==> config.mk <==
export PLATFORM = sky130hd
export DESIGN_NAME = req_pending_latch
export DESIGN_NICKNAME = d
export VERILOG_FILES = /design/src/rtl/req_pending_latch.sv
export SDC_FILE = /design/constraint.sdc
export NUM_CORES = 1
export LEC_CHECK = 0
export CORE_MARGIN = 2
export CORE_UTILIZATION = 46
export CTS_CLUSTER_SIZE = 10
export DETAILED_ROUTE_END_ITERATION = 8
export PLACE_DENSITY = 0.8
export SETUP_SLACK_MARGIN = 0.15
export SYNTH_ARGS = -nofsm -noshare
export SYNTH_HDL_FRONTEND = slang
export SYNTH_SLANG_ARGS = --single-unit
==> constraint.sdc <==
create_clock -name clk -period 2.8 [get_ports clk]
set_input_delay 0.56 -clock clk [delete_from_list [all_inputs] [get_ports clk]]
set_output_delay 0.56 -clock clk [all_outputs]
set_load 0.05 [all_outputs]
==> src/rtl/req_pending_latch.sv <==
// Sticky request capture for eight asynchronous lines, serviced highest index first
// through a registered valid/ready index port, with per-line overrun tracking.
module req_pending_latch #(
   parameter int N     = 8,
   parameter int IDX_W = 3
) (
   input  logic             clk,
   input  logic             rst_n,
   input  logic [N-1:0]     req_in,
   input  logic [N-1:0]     mask,
   input  logic             clear_all,
   output logic [N-1:0]     pend_out,
   output logic             idx_valid,
   output logic [IDX_W-1:0] idx,
   input  logic             idx_ready,
   output logic [N-1:0]     overrun
);

   localparam logic [0:0] ST_IDLE  = 1'b0;
   localparam logic [0:0] ST_OFFER = 1'b1;

   logic [N-1:0]     s1_reg;
   logic [N-1:0]     s2_reg;
   logic [N-1:0]     s3_reg;
   logic [N-1:0]     pend_reg;
   logic [N-1:0]     pend_next;
   logic [N-1:0]     ovr_reg;
   logic [N-1:0]     ovr_next;
   logic [N-1:0]     rise;
   logic [N-1:0]     acc_vec;
   logic [N-1:0]     cand;
   logic [0:0]       state_reg;
   logic [0:0]       state_next;
   logic [IDX_W-1:0] idx_reg;
   logic [IDX_W-1:0] idx_next;
   logic [IDX_W-1:0] sel;
   logic             accept;

   // Two-flop synchronizer plus a history flop for edge detection.
   always_ff @(posedge clk or negedge rst_n) begin
      if (!rst_n) begin
         s1_reg <= '0;
         s2_reg <= '0;
         s3_reg <= '0;
      end else begin
         s1_reg <= req_in;
         s2_reg <= s1_reg;
         s3_reg <= s2_reg;
      end
   end

   assign rise   = s2_reg & ~s3_reg;
   assign accept = (state_reg == ST_OFFER) && idx_ready;
   assign cand   = pend_reg & ~mask;

   // A rise beats a same-cycle accept of that bit, so the line is re-offered.
   generate
      for (genvar gi = 0; gi < N; gi++) begin : g_bit
         assign acc_vec[gi]   = accept && (idx_reg == IDX_W'(gi));
         assign pend_next[gi] = clear_all   ? 1'b0 :
                                rise[gi]    ? 1'b1 :
                                acc_vec[gi] ? 1'b0 : pend_reg[gi];
         assign ovr_next[gi]  = clear_all ? 1'b0 :
                                (ovr_reg[gi] | (rise[gi] & pend_reg[gi] & ~acc_vec[gi]));
      end
   endgenerate

   always_comb begin
      sel = '0;
      for (int i = 0; i < N; i++) begin
         if (cand[i]) sel = IDX_W'(i);
      end
   end

   always_comb begin
      state_next = state_reg;
      idx_next   = idx_reg;
      case (state_reg)
         ST_IDLE: begin
            if ((cand != '0) && !clear_all) begin
               idx_next   = sel;
               state_next = ST_OFFER;
            end
         end
         default: begin
            if (clear_all || accept) state_next = ST_IDLE;
         end
      endcase
   end

   always_ff @(posedge clk or negedge rst_n) begin
      if (!rst_n) begin
         pend_reg  <= '0;
         ovr_reg   <= '0;
         state_reg <= ST_IDLE;
         idx_reg   <= '0;
      end else begin
         pend_reg  <= pend_next;
         ovr_reg   <= ovr_next;
         state_reg <= state_next;
         idx_reg   <= idx_next;
      end
   end

   assign pend_out  = pend_reg;
   assign overrun   = ovr_reg;
   assign idx_valid = (state_reg == ST_OFFER);
   assign idx       = idx_reg;

endmodule

==> key figures <==
Power and ir drop
  – Pwr/cell area: 677 nW/um2
  – Comb pwr share: 0.223
  – VDD IR max: 331 uV
  – Int Pwr: roughly 0.99 mW
  – Switching share of power: 0.308
  – Part of the power in the clock network: 0.269
  – Sequential fraction of design power: 0.508
  – Total Power Consumption: 1.44 mW
  – Sw power: 0.443 mW
  – Leakage: 0.960 nW

CTS
  – H-tree depth: 2
  – Post-CTS Setup Inserts: 0
  – Clk pin slew, worst setup/hold paths: 0.13 ns
  – CTS root buf: clkbuf_4
  – TritonCTS Buffers: 5
  – Clk sinks: 44
  – CTS tree: done
  – PostCTS Resize Cnt: 0
  – CTS Buffer Depth: 2
  – Worst skew pair latency: roughly 0.36 ns
  – Hold buffer count at CTS: 0

Placement
  – I/O Buffers: 39
  – Post-Place Worst Slack: 0.476 ns
  – DPL Wire Length: approximately 2200 um
  – Final Wtd Congestion: 0.936
  – Inst Count DP: 208

Die
  – Die Ht: 63.0 um
  – I/O pin cnt: 40
  – FP Rows: 21
  – Starting Density: 0.480
  – DIE WIDTH: 63.0 um
  – Core Footprint: 3340 um2
  – Die area: 3970 um2

Layout
  – Fill count: between 200 and 300
  – Final #Nets: 189
  – # diodes: 0
  – Layout cells sized above 1: 0.106
  – Fin util: 0.636
  – Final Non-Filler Cells: around 220
  – Area growth from synthesis to layout: 32.7%

Logic synthesis
  – Mapped Area: 1600 um2
  – Seq/Total Area, Yosys: 0.688
  – Net Count, Synth: 144
  – Post-synth ARST share: 1.00
  – Avg Cell Area, Syn: approximately 13 um2
  – Mapped Cells: around 120
  – Synth cell types: 22
  – Yosys Warn Count: 0
  – Number of flops mapped to enable cells by yosys: 0
  – Synth Register Bits: 44
  – Dominant synthesized flop cell: dfrtp_1

Route
  – DRC: 0
  – Drt wl/cell: 14.2 um
  – Total wire length: 3060 um
  – Post-DR vias/cell: 4.96
  – Antenna Nets Post-Route: 0
  – Via count: 1071
  – Drt pass-1 iters: 5
  – Initial DRC count: 56

Setup path
  – Worst r2r src: pend_out[7]$_DFFE_PN0P_
  – Setup Crit Path Kind: flop to output pin
  – CP top delay family: buffers and inverters
  – R2R depth: 4
  – Worst EP arrival: approximately 1.7 ns
  – Max FO, Critical Path: 7
  – Crit-path cells: clkdlybuf4s50_1
  – Crit path launch type: flop
  – Worst path bufs/invs: 1
  – Critical Path Sink Type: output pin
  – Slowest-stage cell, CP: clkdlybuf4s50_1
  – Flop2flop setup slack: 1.13 ns
  – R2R Path End: idx[0]$_DFFE_PN0P_
  – Slowest stage delay, CP: 0.85 ns
  – Worst Path Required: between 2 and 2.5 ns

Global route
  – Largest net degree at the start of global routing: 45
  – Vias in the first global route: 1078
  – First-pass GRT wire length: about 5100 um
  – Initial antenna violation count: 0
  – Tot GR Track Use: 0.178
  – Gr ovfl total: 0

STA
  – Final Hold Fails: 0
  – RSZ-0062 raised after global routing: false
  – Worst Clk Skew: 0.0116 ns
  – Final min period: ~2.2 ns
  – Slew margin rel.: 0.376
  – Setup_tns: 0 ns
  – Fmax: approximately 450 MHz
  – Final WS setup: 0.556 ns
  – Slew Viols, Final: 0
  – Endpoints failing setup: 0
  – Period utilisation layout: 0.801
  – Worst Max-Slew Pin Slew: 0.936 ns

Run
  – Max Cap Viol: 0

Status
  – Status: finished clean

Worst hold path
  – Hold Crit Class: input port to async pin
synth_stat cells (2+ instances only):
library cell,number,share of area
a31oi_1,9,0.035
dfrtp_1,44,0.69
o31a_1,2,0.011
mux2_2,2,0.014
nand2b_1,3,0.012
o21a_1,6,0.028
a21oi_1,8,0.025
nand2b_4,4,0.034
nor2b_1,2,0.0078
clkbuf_1,2,0.0047
nand2_1,5,0.012
nor2_1,18,0.042
inv_1,10,0.023
metrics by stage:
step,instance area (um2),hold WS (ns)
floorplan,1600,0.264
global placement,2040,0.331
detailed placement,2040,0.336
CTS,2120,0.349
finish,2120,0.324
global route,2120,0.372
routing by layer:
layer	routed length [um]	global-route usage	vias to the layer above	part of all wire
li1	-	-	505	-
met1	1320	0.226	527	0.43
met2	1570	0.271	33	0.51
met3	124	0.0667	6	0.040
met4	55	0.0806	0	0.018
met5	0	0	-	0
cells in the final DEF, fill, tap and decap left out, drive strengths merged, types with 2 or more instances in the layout:
| cell type | instances |
|---|---|
| dfrtp | 44 |
| clkdlybuf4s50 | 38 |
| nor2 | 18 |
| inv | 10 |
| a31oi | 9 |
| a21oi | 8 |
| nand2b | 7 |
| o21a | 6 |
| nand2 | 5 |
| clkbuf | 5 |
| o31a | 2 |
| nor2b | 2 |
| mux2 | 2 |
| buf | 2 |
power by group through the flow:
| stage | Combinational (mW) | Sequential (mW) | Clock (mW) |
|---|---|---|---|
| 2_1_floorplan | 0.0902 | 0.842 | 0 |
| 3_3_place_gp | 0.314 | 0.741 | 0 |
| 3_5_place_dp | 0.321 | 0.745 | 0 |
| 4_1_cts | 0.323 | 0.731 | 0.399 |
| 5_1_grt | 0.339 | 0.740 | 0.435 |
| 6_report | 0.320 | 0.731 | 0.387 |
cells by family (layout without fill, tap and decap cells):
logic type / after synthesis / after routing / share of synthesized area
simple gates: 36 / 36 / 0.134
flops: 44 / 44 / 0.688
buf+inv: 12 / 58 / 0.0282
mux: 3 / 3 / 0.0203
compound gates: 29 / 29 / 0.130
worst max path at each step:
stage / from / end / slack [ns] / cells after the start
6_report: idx[2]$_DFFE_PN0P_ / idx[2] / 0.56 / 1
2_1_floorplan: pend_out[6]$_DFFE_PN0P_ / idx[0]$_DFFE_PN0P_ / 1.00 / 4
3_5_place_dp: mask[7] / idx[2]$_DFFE_PN0P_ / 0.48 / 5
5_1_grt: idx[0]$_DFFE_PN0P_ / idx[0] / 0.48 / 1
3_3_place_gp: mask[7] / idx[2]$_DFFE_PN0P_ / 0.57 / 5
4_1_cts: idx[2]$_DFFE_PN0P_ / idx[2] / 0.55 / 1
final cells by class:
type                    count  area, um2  area share
repair buffers             40        393       0.185
flip-flops and latches     44       1100       0.519
clock inverters             3       42.5      0.0200
well taps                  46       57.6      0.0271
multi-input cells          68        454       0.214
clock buffers               5       37.5      0.0177
inverters                  10       37.5      0.0177
(Power assumes the default switching activity.)
